`src/rtl/vco_adc_sequencer_if.sv`:
```
// Host and ADC-side signal bundle for the VCO ADC run sequencer.
// The slave modport is the sequencer; the master modport is the host/ADC side driving it.
interface vco_adc_sequencer_if #(
    parameter int unsigned DATA_WIDTH = 32,
    parameter int unsigned CNT_WIDTH  = 16
);
    logic                  start_in;
    logic                  stop_in;
    logic [CNT_WIDTH-1:0]  num_samples_in;
    logic [9:0]            oversample_cfg_in;
    logic                  adc_enable_out;
    logic [9:0]            adc_oversample_out;
    logic [DATA_WIDTH-1:0] adc_data_in;
    logic                  adc_valid_in;
    logic                  rd_en_in;
    logic [DATA_WIDTH-1:0] rd_data_out;
    logic                  rd_empty_out;
    logic                  busy_out;
    logic                  done_out;
    logic                  overflow_out;
    logic                  timeout_out;
    logic [CNT_WIDTH-1:0]  sample_cnt_out;

    modport slave (
        input  start_in, stop_in, num_samples_in, oversample_cfg_in,
        input  adc_data_in, adc_valid_in, rd_en_in,
        output adc_enable_out, adc_oversample_out, rd_data_out, rd_empty_out,
        output busy_out, done_out, overflow_out, timeout_out, sample_cnt_out
    );

    modport master (
        output start_in, stop_in, num_samples_in, oversample_cfg_in,
        output adc_data_in, adc_valid_in, rd_en_in,
        input  adc_enable_out, adc_oversample_out, rd_data_out, rd_empty_out,
        input  busy_out, done_out, overflow_out, timeout_out, sample_cnt_out
    );
endinterface

```
`src/rtl/vco_adc_sequencer.sv`:
```
// Run controller for one VCO ADC: latches a run request, gates the ADC enable with a
// guaranteed off-gap, counts and buffers conversion words in a FWFT FIFO, and reports
// done/overflow/timeout status to the host.
module vco_adc_sequencer #(
    parameter int unsigned DATA_WIDTH     = 32,
    parameter int unsigned FIFO_DEPTH     = 8,
    parameter int unsigned CNT_WIDTH      = 16,
    parameter int unsigned OFF_CYCLES     = 4,
    parameter int unsigned TIMEOUT_CYCLES = 8192
) (
    input  logic               clk,
    input  logic               rst,
    vco_adc_sequencer_if.slave bus
);
    localparam int unsigned PTR_W = $clog2(FIFO_DEPTH);
    localparam int unsigned OCC_W = $clog2(FIFO_DEPTH + 1);
    localparam int unsigned TO_W  = $clog2(TIMEOUT_CYCLES + 1);
    localparam int unsigned GAP_W = $clog2(OFF_CYCLES);

    localparam logic [GAP_W-1:0] GAP_LAST = GAP_W'(OFF_CYCLES - 1);
    localparam logic [TO_W-1:0]  TO_LIMIT = TO_W'(TIMEOUT_CYCLES);
    localparam logic [OCC_W-1:0] OCC_FULL = OCC_W'(FIFO_DEPTH);

    typedef enum logic [1:0] {
        StIdle,
        StGap,
        StRun
    } state_t;

    state_t                r_state, w_state_d;
    logic [GAP_W-1:0]      r_gap_cnt, w_gap_cnt_d;
    logic [TO_W-1:0]       r_to_cnt, w_to_cnt_d, w_to_inc;
    logic [CNT_WIDTH-1:0]  r_num, w_num_d;
    logic [CNT_WIDTH-1:0]  r_cnt, w_cnt_d, w_cnt_inc;
    logic [9:0]            r_os, w_os_d;
    logic                  r_en, r_busy;
    logic                  r_done, w_done_d;
    logic                  r_ovf, w_ovf_d;
    logic                  r_to, w_to_d;
    logic                  w_push_req;

    logic [DATA_WIDTH-1:0] r_mem [FIFO_DEPTH];
    logic [PTR_W-1:0]      r_wptr, r_rptr;
    logic [OCC_W-1:0]      r_occ, w_occ_d;
    logic                  w_full, w_empty, w_push, w_pop;

    assign w_full    = (r_occ == OCC_FULL);
    assign w_empty   = (r_occ == '0);
    assign w_pop     = bus.rd_en_in & ~w_empty;
    assign w_cnt_inc = (r_cnt == '1) ? r_cnt : r_cnt + 1'b1;
    assign w_to_inc  = r_to_cnt + 1'b1;

    // Next-state, run bookkeeping and FIFO accept/drop decisions.
    always_comb begin
        w_state_d   = r_state;
        w_gap_cnt_d = r_gap_cnt;
        w_to_cnt_d  = r_to_cnt;
        w_num_d     = r_num;
        w_os_d      = r_os;
        w_cnt_d     = r_cnt;
        w_done_d    = 1'b0;
        w_ovf_d     = r_ovf;
        w_to_d      = r_to;
        w_push_req  = 1'b0;
        w_push      = 1'b0;
        w_occ_d     = r_occ;

        unique case (r_state)
            StIdle: begin
                // Stop wins over a simultaneous start.
                if (bus.start_in && !bus.stop_in) begin
                    w_state_d   = StGap;
                    w_gap_cnt_d = '0;
                    w_num_d     = bus.num_samples_in;
                    w_os_d      = bus.oversample_cfg_in;
                    w_cnt_d     = '0;
                    w_ovf_d     = 1'b0;
                    w_to_d      = 1'b0;
                end
            end
            StGap: begin
                if (bus.stop_in) begin
                    w_state_d = StIdle;
                end else if (r_gap_cnt == GAP_LAST) begin
                    w_state_d  = StRun;
                    w_to_cnt_d = '0;
                end else begin
                    w_gap_cnt_d = r_gap_cnt + 1'b1;
                end
            end
            StRun: begin
                if (bus.adc_valid_in) begin
                    w_push_req = 1'b1;
                    w_cnt_d    = w_cnt_inc;
                    w_to_cnt_d = '0;
                end else begin
                    w_to_cnt_d = w_to_inc;
                end
                // Final word beats stop, stop beats timeout.
                if (bus.adc_valid_in && (r_num != '0) && (w_cnt_inc == r_num)) begin
                    w_done_d  = 1'b1;
                    w_state_d = StIdle;
                end else if (bus.stop_in) begin
                    w_state_d = StIdle;
                end else if (!bus.adc_valid_in && (w_to_inc == TO_LIMIT)) begin
                    w_to_d    = 1'b1;
                    w_state_d = StIdle;
                end
            end
            default: w_state_d = StIdle;
        endcase

        // A full FIFO still accepts a push when the host pops in the same cycle.
        w_push = w_push_req & (~w_full | w_pop);
        if (w_push_req && w_full && !w_pop) begin
            w_ovf_d = 1'b1;
        end

        unique case ({w_push, w_pop})
            2'b10:   w_occ_d = r_occ + 1'b1;
            2'b01:   w_occ_d = r_occ - 1'b1;
            default: w_occ_d = r_occ;
        endcase
    end

    // Control state, status registers and FIFO pointers.
    always_ff @(posedge clk) begin
        if (rst) begin
            r_state   <= StIdle;
            r_gap_cnt <= '0;
            r_to_cnt  <= '0;
            r_num     <= '0;
            r_cnt     <= '0;
            r_os      <= 10'h0ff;
            r_en      <= 1'b0;
            r_busy    <= 1'b0;
            r_done    <= 1'b0;
            r_ovf     <= 1'b0;
            r_to      <= 1'b0;
            r_wptr    <= '0;
            r_rptr    <= '0;
            r_occ     <= '0;
        end else begin
            r_state   <= w_state_d;
            r_gap_cnt <= w_gap_cnt_d;
            r_to_cnt  <= w_to_cnt_d;
            r_num     <= w_num_d;
            r_cnt     <= w_cnt_d;
            r_os      <= w_os_d;
            r_en      <= (w_state_d == StRun);
            r_busy    <= (w_state_d != StIdle);
            r_done    <= w_done_d;
            r_ovf     <= w_ovf_d;
            r_to      <= w_to_d;
            r_occ     <= w_occ_d;
            if (w_push) begin
                r_wptr <= r_wptr + 1'b1;
            end
            if (w_pop) begin
                r_rptr <= r_rptr + 1'b1;
            end
        end
    end

    // FIFO storage needs no reset; emptiness is tracked by the occupancy counter.
    always_ff @(posedge clk) begin
        if (w_push) begin
            r_mem[r_wptr] <= bus.adc_data_in;
        end
    end

    assign bus.adc_enable_out     = r_en;
    assign bus.adc_oversample_out = r_os;
    assign bus.rd_data_out        = w_empty ? '0 : r_mem[r_rptr];
    assign bus.rd_empty_out       = w_empty;
    assign bus.busy_out           = r_busy;
    assign bus.done_out           = r_done;
    assign bus.overflow_out       = r_ovf;
    assign bus.timeout_out        = r_to;
    assign bus.sample_cnt_out     = r_cnt;
endmodule
```
`src/flat_wrapper.sv`:
```
// flat-port wrapper written by rule: the top's interface ports become plain ports
module vco_adc_sequencer_flat 
#(
    parameter int unsigned DATA_WIDTH     = 32,
    parameter int unsigned FIFO_DEPTH     = 8,
    parameter int unsigned CNT_WIDTH      = 16,
    parameter int unsigned OFF_CYCLES     = 4,
    parameter int unsigned TIMEOUT_CYCLES = 8192
)
  (clk, rst, bus_start_in, bus_stop_in, bus_num_samples_in, bus_oversample_cfg_in, bus_adc_data_in, bus_adc_valid_in, bus_rd_en_in, bus_adc_enable_out, bus_adc_oversample_out, bus_rd_data_out, bus_rd_empty_out, bus_busy_out, bus_done_out, bus_overflow_out, bus_timeout_out, bus_sample_cnt_out);
  vco_adc_sequencer_if #(.DATA_WIDTH(DATA_WIDTH), .CNT_WIDTH(CNT_WIDTH)) bus_i ();
  input  logic clk;
  input  logic rst;
  input wire logic [$bits(bus_i.start_in)-1:0] bus_start_in;
  input wire logic [$bits(bus_i.stop_in)-1:0] bus_stop_in;
  input wire logic [$bits(bus_i.num_samples_in)-1:0] bus_num_samples_in;
  input wire logic [$bits(bus_i.oversample_cfg_in)-1:0] bus_oversample_cfg_in;
  input wire logic [$bits(bus_i.adc_data_in)-1:0] bus_adc_data_in;
  input wire logic [$bits(bus_i.adc_valid_in)-1:0] bus_adc_valid_in;
  input wire logic [$bits(bus_i.rd_en_in)-1:0] bus_rd_en_in;
  output wire logic [$bits(bus_i.adc_enable_out)-1:0] bus_adc_enable_out;
  output wire logic [$bits(bus_i.adc_oversample_out)-1:0] bus_adc_oversample_out;
  output wire logic [$bits(bus_i.rd_data_out)-1:0] bus_rd_data_out;
  output wire logic [$bits(bus_i.rd_empty_out)-1:0] bus_rd_empty_out;
  output wire logic [$bits(bus_i.busy_out)-1:0] bus_busy_out;
  output wire logic [$bits(bus_i.done_out)-1:0] bus_done_out;
  output wire logic [$bits(bus_i.overflow_out)-1:0] bus_overflow_out;
  output wire logic [$bits(bus_i.timeout_out)-1:0] bus_timeout_out;
  output wire logic [$bits(bus_i.sample_cnt_out)-1:0] bus_sample_cnt_out;
  assign bus_i.start_in = bus_start_in;
  assign bus_i.stop_in = bus_stop_in;
  assign bus_i.num_samples_in = bus_num_samples_in;
  assign bus_i.oversample_cfg_in = bus_oversample_cfg_in;
  assign bus_i.adc_data_in = bus_adc_data_in;
  assign bus_i.adc_valid_in = bus_adc_valid_in;
  assign bus_i.rd_en_in = bus_rd_en_in;
  assign bus_adc_enable_out = bus_i.adc_enable_out;
  assign bus_adc_oversample_out = bus_i.adc_oversample_out;
  assign bus_rd_data_out = bus_i.rd_data_out;
  assign bus_rd_empty_out = bus_i.rd_empty_out;
  assign bus_busy_out = bus_i.busy_out;
  assign bus_done_out = bus_i.done_out;
  assign bus_overflow_out = bus_i.overflow_out;
  assign bus_timeout_out = bus_i.timeout_out;
  assign bus_sample_cnt_out = bus_i.sample_cnt_out;
  vco_adc_sequencer #(.DATA_WIDTH(DATA_WIDTH), .FIFO_DEPTH(FIFO_DEPTH), .CNT_WIDTH(CNT_WIDTH), .OFF_CYCLES(OFF_CYCLES), .TIMEOUT_CYCLES(TIMEOUT_CYCLES)) u_core (.clk(clk), .rst(rst), .bus(bus_i));
endmodule
```
`config.mk`:
```
export PLATFORM = sky130hd
export DESIGN_NAME = vco_adc_sequencer_flat
export DESIGN_NICKNAME = d
export VERILOG_FILES = /design/src/rtl/vco_adc_sequencer_if.sv /design/src/rtl/vco_adc_sequencer.sv /design/src/flat_wrapper.sv
export SDC_FILE = /design/constraint.sdc
export NUM_CORES = 1
export LEC_CHECK = 0
export BUFFER_PORTS_ARGS = -buffer_cell sky130_fd_sc_hd__buf_4
export CAP_MARGIN = 20
export CORE_AREA = 2 2 158 160
export CTS_CLUSTER_DIAMETER = 60
export DETAILED_ROUTE_END_ITERATION = 8
export DIE_AREA = 0 0 160 162
export PLACE_DENSITY = 0.79
export SLEW_MARGIN = 0
export SYNTH_ARGS = -nofsm -noshare
export SYNTH_HDL_FRONTEND = slang
export SYNTH_SLANG_ARGS = --single-unit
```
`constraint.sdc`:
```
create_clock -name clk -period 5 [get_ports clk]
set_input_delay 0.25 -clock clk [delete_from_list [all_inputs] [get_ports clk]]
set_output_delay 0.25 -clock clk [all_outputs]
set_load 0.1 [all_outputs]
```
# --- Yosys cells after proc, flatten, opt, wreduce, memory -nomap -nowiden ---
# Memory sizes are Yosys's and may differ from the RTL's. A register that Yosys moved wholly into a read port is not among the register bits.
# Index checks and enable logic that the tools add are counted.
totals:
  regBits: 75
  mem_bits_rw: 256
  in_bits: 64
  out_inout_bits: 64
  elab_cells: 107
  memories: 1
mem_list:
  columns: ["memory", "depth", "word_bits", "rd", "rd_ports_with_merged_regs", "wr", "line_no", "source"]
  rows:
  - ["u_core.r_mem", 8, 32, 1, 1, 1, "vco_adc_sequencer.sv:42", "logic [DATA_WIDTH-1:0] r_mem [FIFO_DEPTH];"]
op_classes:
  add_sub_neg: 7
  n_eq_ne: 18
  n_mux: 35
  n_bitwise: 6
  n_reduce_logical: 26
ops:
  columns: ["operator", "n"]
  rows:
  - ["two-way mux 16 bit", 3]
  - ["two-way mux 14 bit", 3]
  - ["two-way mux 32 bit", 1]
  - ["case mux 16 bit (2 select lines)", 1]
  - ["case mux 14 bit (2 select lines)", 1]
  - ["two-way mux 2 bit", 9]
  - ["adder 16 x 1 -> 16 bit, second input constant", 1]
  - ["== test 16 bit", 1]
  - ["== test 16 bit, second input constant", 1]
  - ["nonzero test 16 bit", 1]
  - ["adder 14 x 1 -> 14 bit, second input constant", 1]
  - ["== test 14 bit, second input constant", 1]
  - ["nonzero test 2 bit", 7]
  - ["two-way mux 1 bit", 11]
  - ["inequality test 2 bit, second input constant", 5]
  - ["== test 2 bit, second input constant", 4]
  - ["case mux 4 bit (2 select lines)", 1]
  - ["adder 3 x 1 -> 3 bit, second input constant", 2]
  - ["logical AND 1 bit", 6]
  - ["two-way mux 3 bit", 2]
  - ["inequality test 2 x 1 -> 1 bit, second input constant", 3]
  - ["case mux 2 bit (3 select lines)", 1]
  - ["AND reduction 3 bit", 2]
  - ["AND reduction 5 bit", 1]
  - ["other kinds (16)", 23]

# --- Longest topological paths before layout ---
logic_depth:
  word_depth: 8
  ltp_mapped: 10

# --- Worst setup path before layout ---
# No wires, ideal clock.
synth_path:
  kind: "flip-flop to flip-flop"
  from: "register u_core.r_state[1]"
  to: "memory u_core.r_mem[0][0], enable pin"
  setup_ns: 0.501
  t_arrival_ns: 4.155
  t_required_ns: 4.499
  slack_ns: 0.344
  path_stages_with_launch: 6
  n_path_buf: 1
  synth_period_minus_slack_ns: 4.656
  path_cell_list: "dfxtp_1 > nor2b_1 > and2_1 > clkbuf_1 > nand2b_1 > nor4_1"
synth_via:
  elab_chain_len: 5
synth_rtl:
  columns: ["element", "line_no", "source"]
  rows:
  - ["start: declaration", "vco_adc_sequencer.sv:30", "state_t r_state, w_state_d;"]
  - ["start signal: assignment", "vco_adc_sequencer.sv:129", "r_state <= StIdle;"]
  - ["start signal: assignment", "vco_adc_sequencer.sv:144", "r_state <= w_state_d;"]
  - ["== test 2 bit", "vco_adc_sequencer.sv:68", "unique case (r_state)"]
  - ["two-way mux 1 bit", "vco_adc_sequencer.sv:68", null]
  - ["AND 1 bit", "vco_adc_sequencer.sv:114", "w_push = w_push_req & (~w_full | w_pop);"]
  - ["two-way mux 1 bit", "vco_adc_sequencer.sv:167", "if (w_push) begin"]
  - ["two-way mux 1 bit (implied by the code)", "vco_adc_sequencer.sv:168", "r_mem[r_wptr] <= bus.adc_data_in;"]
  - ["end: declaration", "vco_adc_sequencer.sv:42", null]
# No other way between the ends.

# --- Final worst setup path ---
layout_path:
  from: "register u_core.r_cnt[0], in the netlist u_core.bus.sample_cnt_out[0]"
  to: "register u_core.r_done, in the netlist u_core.bus.done_out"
layout_via:
  elab_chain_len: 5
  word_cells_on_any_way: 6
layout_rtl:
  columns: ["element", "line_no", "source"]
  rows:
  - ["start: declaration", "vco_adc_sequencer.sv:34", "logic [CNT_WIDTH-1:0] r_cnt, w_cnt_d, w_cnt_inc;"]
  - ["start signal: assignment", "vco_adc_sequencer.sv:148", "r_cnt <= w_cnt_d;"]
  - ["adder 16 x 1 -> 16 bit / == test 16 bit (equally long branches)", "vco_adc_sequencer.sv:50", "assign w_cnt_inc = (r_cnt == '1) ? r_cnt : r_cnt + 1'b1;"]
  - ["two-way mux 16 bit (*)", "vco_adc_sequencer.sv:50", null]
  - ["== test 16 bit (*)", "vco_adc_sequencer.sv:100", "if (bus.adc_valid_in && (r_num != '0) && (w_cnt_inc == r_num)) begin"]
  - ["logical AND 1 bit (*)", "vco_adc_sequencer.sv:100", null]
  - ["two-way mux 1 bit (*)", "vco_adc_sequencer.sv:100", null]
  - ["end signal: assignment", "vco_adc_sequencer.sv:152", "r_done <= w_done_d;"]
  - ["end: declaration", "vco_adc_sequencer.sv:37", "logic r_done, w_done_d;"]
# Mark *: on every way between the ends. The rest lies on a longest branch, timed or not.
# A chain may end at the register's enable or synchronous reset.

==> flow_metrics.env <==
export IMPL_run_status="finished, final reports clean"
export IMPL_critical_hold_path_startpoint="bus_num_samples_in[0]"
export IMPL_achievable_frequency_ghz=0.267
export IMPL_synth_warnings=0
export IMPL_rr_startpoint="u_core.bus.sample_cnt_out[0]"
export IMPL_yosys_area_top_type_share_pct=54.4
export IMPL_yosys_most_used_dff="sky130_fd_sc_hd__edfxtp_1"
export IMPL_final_seq_area_sq_um=9260
export IMPL_rows=57
export IMPL_slew_violations=0
export IMPL_critical_path_most_common_cell="sky130_fd_sc_hd__or4_1"
export IMPL_wl_per_cell_um=21.7
export IMPL_cts_buffers_inserted=36
export IMPL_buffer_ports_inserted=127
export IMPL_grt_antenna_before_repair=0
export IMPL_ios=128
export IMPL_synth_cells=1002
export IMPL_critical_path_required_ns=5.43
export IMPL_timing_reg2reg_worst_path_depth=8
export IMPL_fillerInstances=1536
export IMPL_static_leakage_power_nw=5.80
export IMPL_most_common_layout_cells="sky130_fd_sc_hd__edfxtp_1, sky130_fd_sc_hd__buf_4, sky130_fd_sc_hd__nand2_1"
export IMPL_tritoncts_num_sinks=334
export IMPL_number_of_enable_flip_flop_cells_after_synthesis=256
export IMPL_critPathArrivalTime_ns=4.17
export IMPL_worst_slew_pin_slew_ns=1.00
export IMPL_post_synth_main_area_contributors="sky130_fd_sc_hd__edfxtp_1, sky130_fd_sc_hd__dfxtp_1, sky130_fd_sc_hd__mux4_2, sky130_fd_sc_hd__mux2i_1, sky130_fd_sc_hd__nand2_1"
export IMPL_power_density_nw_per_um2=405
export IMPL_drc=0
export IMPL_drt_pre_antenna_iters=7
export IMPL_timing_critical_path_fanout_max=13
export IMPL_drv_cap=0
export IMPL_final_estimated_routing_congestion_in_global_placement=0.892
export IMPL_worstSkewPairLatency_ns=0.51
export IMPL_vias_per_cell=6.07
export IMPL_routed_wl_um=33200
export IMPL_routed_antenna_nets=0
export IMPL_postSynthAreaPerCell_sq_um=14.1
export IMPL_h_tree_depth=2
export IMPL_critPathCaptureType="flip-flop"
export IMPL_critPathKind="flip-flop to flip-flop"
export IMPL_cts_clk_slew_worst_paths_ns=0.05
export IMPL_setup_violations_final=0
export IMPL_worst_clock_skew_ns=0.0158
export IMPL_via_count_of_the_routed_design=9282
export IMPL_synthDominantAreaCellType="sky130_fd_sc_hd__edfxtp_1"
export IMPL_multi_input_comb_area_sq_um=4650
export IMPL_global_route_overflow_total=0
export IMPL_max_slew_margin_pct=33.1
export IMPL_grt_pass1_wl_um=51200
export IMPL_critical_path_cell_chain="ha_1 -> nand4_1 -> or4_4 -> and4_4 -> or2_0 -> or4_1 -> or4_1 -> nor4b_2"
export IMPL_drtIter0Drc=726
export IMPL_tritoncts="done"
export IMPL_vdd_ir_drop_max_v=0.000346
export IMPL_setup_worst_path_start="u_core.bus.sample_cnt_out[0]"
export IMPL_critPathMaxStageDelay_ns=0.70
export IMPL_n_antenna_cell=0
export IMPL_grt_setup_unrepaired="false"
export IMPL_holdCritPathClass="input pin to flip-flop"
export IMPL_clk_root_buffer_cell="sky130_fd_sc_hd__clkbuf_16"
export IMPL_hold_violations=0
export IMPL_area_growth_syn_to_layout_pct=22.0
export IMPL_starting_density_of_the_core_pct=58.7
export IMPL_seq_area_frac_synth_pct=65.4
export IMPL_drive_gt1_share_pct=23.9
export IMPL_finish_cell_count_without_fillers=1530
export IMPL_ys_types=61
export IMPL_reg2reg_setup_slack_ns=1.25
export IMPL_synthesis_nets=1075
export IMPL_yosys_register_bits=334
export IMPL_dp_hpwl_um=18600
export IMPL_maximum_number_of_buffers_from_clock_root_to_sink=3
export IMPL_finalSetupTns_ns=0
export IMPL_hold_worst_slack_ns=0.0185
export IMPL_startpoint_type="flip-flop"
export IMPL_period_needed_ns=3.75
export IMPL_core_region_area_sq_um=24100
export IMPL_mostFrequentLayoutCell="sky130_fd_sc_hd__edfxtp_1"
export IMPL_largest_net_degree_at_the_start_of_global_routing=76
export IMPL_placed_cells_incl_taps=1409
export IMPL_synthArstFlopShare_pct=0
export IMPL_fp_dieH_um=162
export IMPL_critPathSlowestCell="sky130_fd_sc_hd__or4_4"
export IMPL_die_area_sq_um=25900
export IMPL_fin_crit_sh_pct=74.9
export IMPL_critical_path_reg2reg_endpoint="u_core.bus.done_out"
export IMPL_track_usage_pct=25.4
export IMPL_critical_path_endpoint="u_core.bus.done_out"
export IMPL_cts_repair_resized=0
export IMPL_design_final_nets=1255
export IMPL_chipWidth_um=160
export IMPL_grt_pass1_vias=9325
export IMPL_syn_area_sq_um=14100
## metal layers
metal	vias to the layer above	routed length (um)	track usage (%)
met5	-	0	0
met4	0	686	7.58
met3	53	2380	4.95
met2	394	16900	44.5
met1	4621	13200	32.7
li1	4214	-	-
## flip-flops by register name, indices dropped and copies added (netlist names), named ones only
register and flops:
u_core.r_wptr 3, u_core.bus.sample_cnt_out 16, u_core.bus.timeout_out 1, u_core.r_rptr 3
u_core.bus.adc_enable_out 1, u_core.bus.busy_out 1, u_core.bus.overflow_out 1, u_core.bus.adc_oversample_out 10
u_core.r_to_cnt 14, u_core.r_occ 4, u_core.r_gap_cnt 2, u_core.bus.done_out 1
u_core.r_num 16, u_core.r_mem 256, u_core.r_state 2
## critical path: cells and delay by family (launching register included)
family,cells,cell delay [ns]
DFF,1,0.49
adders and majority gates,1,0.35
and+or+nand+nor,7,2.82
## stage by stage
stage | util, % | instance area, sq um | total power [mW] | setup WS, ns
3_5_place_dp | 64.0 | 15400 | 4.42 | 1.33
5_1_grt | 71.6 | 17300 | 7.19 | 1.15
4_1_cts | 71.1 | 17100 | 7.01 | 1.30
2_1_floorplan | - | 14100 | 4.11 | 0.344
6_report | 71.6 | 17300 | 6.99 | 1.25
3_3_place_gp | 64.0 | 15400 | 4.40 | 1.35
## what timing repair did
| action | in CTS | in global routing |
|---|---|---|
| setup buffers | 0 | 0 |
| hold buffers | 55 | 0 |
| hold endpoints to repair | 279 | 0 |
## cell usage after synthesis (2+ instances only)
cell	n
sky130_fd_sc_hd__nand2b_1	11
sky130_fd_sc_hd__nor2_1	92
sky130_fd_sc_hd__nand3_1	17
sky130_fd_sc_hd__nand4_1	11
sky130_fd_sc_hd__a32o_1	2
sky130_fd_sc_hd__clkbuf_1	41
sky130_fd_sc_hd__a311oi_1	5
sky130_fd_sc_hd__nor4b_1	2
sky130_fd_sc_hd__edfxtp_1	256
sky130_fd_sc_hd__nor2b_1	4
sky130_fd_sc_hd__buf_1	10
sky130_fd_sc_hd__a22oi_1	7
sky130_fd_sc_hd__inv_1	13
sky130_fd_sc_hd__and2_1	5
sky130_fd_sc_hd__nor3_1	18
sky130_fd_sc_hd__or3_1	5
sky130_fd_sc_hd__and4_1	2
sky130_fd_sc_hd__o211ai_1	2
sky130_fd_sc_hd__or4_1	5
sky130_fd_sc_hd__o31ai_1	2
sky130_fd_sc_hd__o21a_1	2
sky130_fd_sc_hd__a31oi_1	11
sky130_fd_sc_hd__nor4_1	20
sky130_fd_sc_hd__xor2_1	11
sky130_fd_sc_hd__xnor2_1	13
sky130_fd_sc_hd__xnor3_1	2
sky130_fd_sc_hd__and3_1	9
sky130_fd_sc_hd__buf_2	9
sky130_fd_sc_hd__a21o_1	2
sky130_fd_sc_hd__nand3b_1	9
sky130_fd_sc_hd__a311o_1	3
sky130_fd_sc_hd__a211oi_1	4
sky130_fd_sc_hd__o21ai_0	36
sky130_fd_sc_hd__mux2i_1	37
sky130_fd_sc_hd__ha_1	8
sky130_fd_sc_hd__or2_2	2
sky130_fd_sc_hd__a41oi_1	2
sky130_fd_sc_hd__mux4_2	64
sky130_fd_sc_hd__a21oi_1	56
sky130_fd_sc_hd__nand2_1	92
sky130_fd_sc_hd__nor3b_1	3
sky130_fd_sc_hd__dfxtp_1	78
## where the power goes
part | leakage, nW | internal [mW] | total, mW | switching [mW]
sequential | 2.93 | 3.00 | 3.06 | 0.0572
clock | 0.569 | 1.54 | 2.58 | 1.05
combinational | 2.30 | 0.397 | 1.35 | 0.950
## layout make-up
| class | instances | share of cell area, % |
|---|---|---|
| sequential | 334 | 53.7 |
| multi-input combinational | 594 | 26.9 |
| timing repair buffer | 203 | 10.1 |
| clock buffer | 45 | 5.84 |
| tap | 324 | 2.35 |
| clock inverter | 17 | 0.878 |
| inverter | 13 | 0.283 |
## worst min path at each step
| stage | to | slack [ns] | cells after the start |
|---|---|---|---|
| 2_1_floorplan | u_core.r_state[0] | 0.33 | 1 |
| 3_3_place_gp | u_core.bus.adc_oversample_out[9] | 0.44 | 2 |
| 3_5_place_dp | u_core.bus.adc_oversample_out[4] | 0.46 | 2 |
| 4_1_cts | u_core.r_num[0] | 0.01 | 3 |
| 5_1_grt | u_core.r_num[0] | 0.02 | 3 |
| 6_report | u_core.r_num[0] | 0.02 | 3 |
## kinds of logic after synthesis
group           synth area share (%)
compound gates                  6.05
xor+xnor                        1.81
fa+ha+maj                      0.850
buf+inv                         2.05
flops                           65.4
mux                             12.9
simple gates                    10.9
Note: power is estimated with default switching activity, not from simulation.
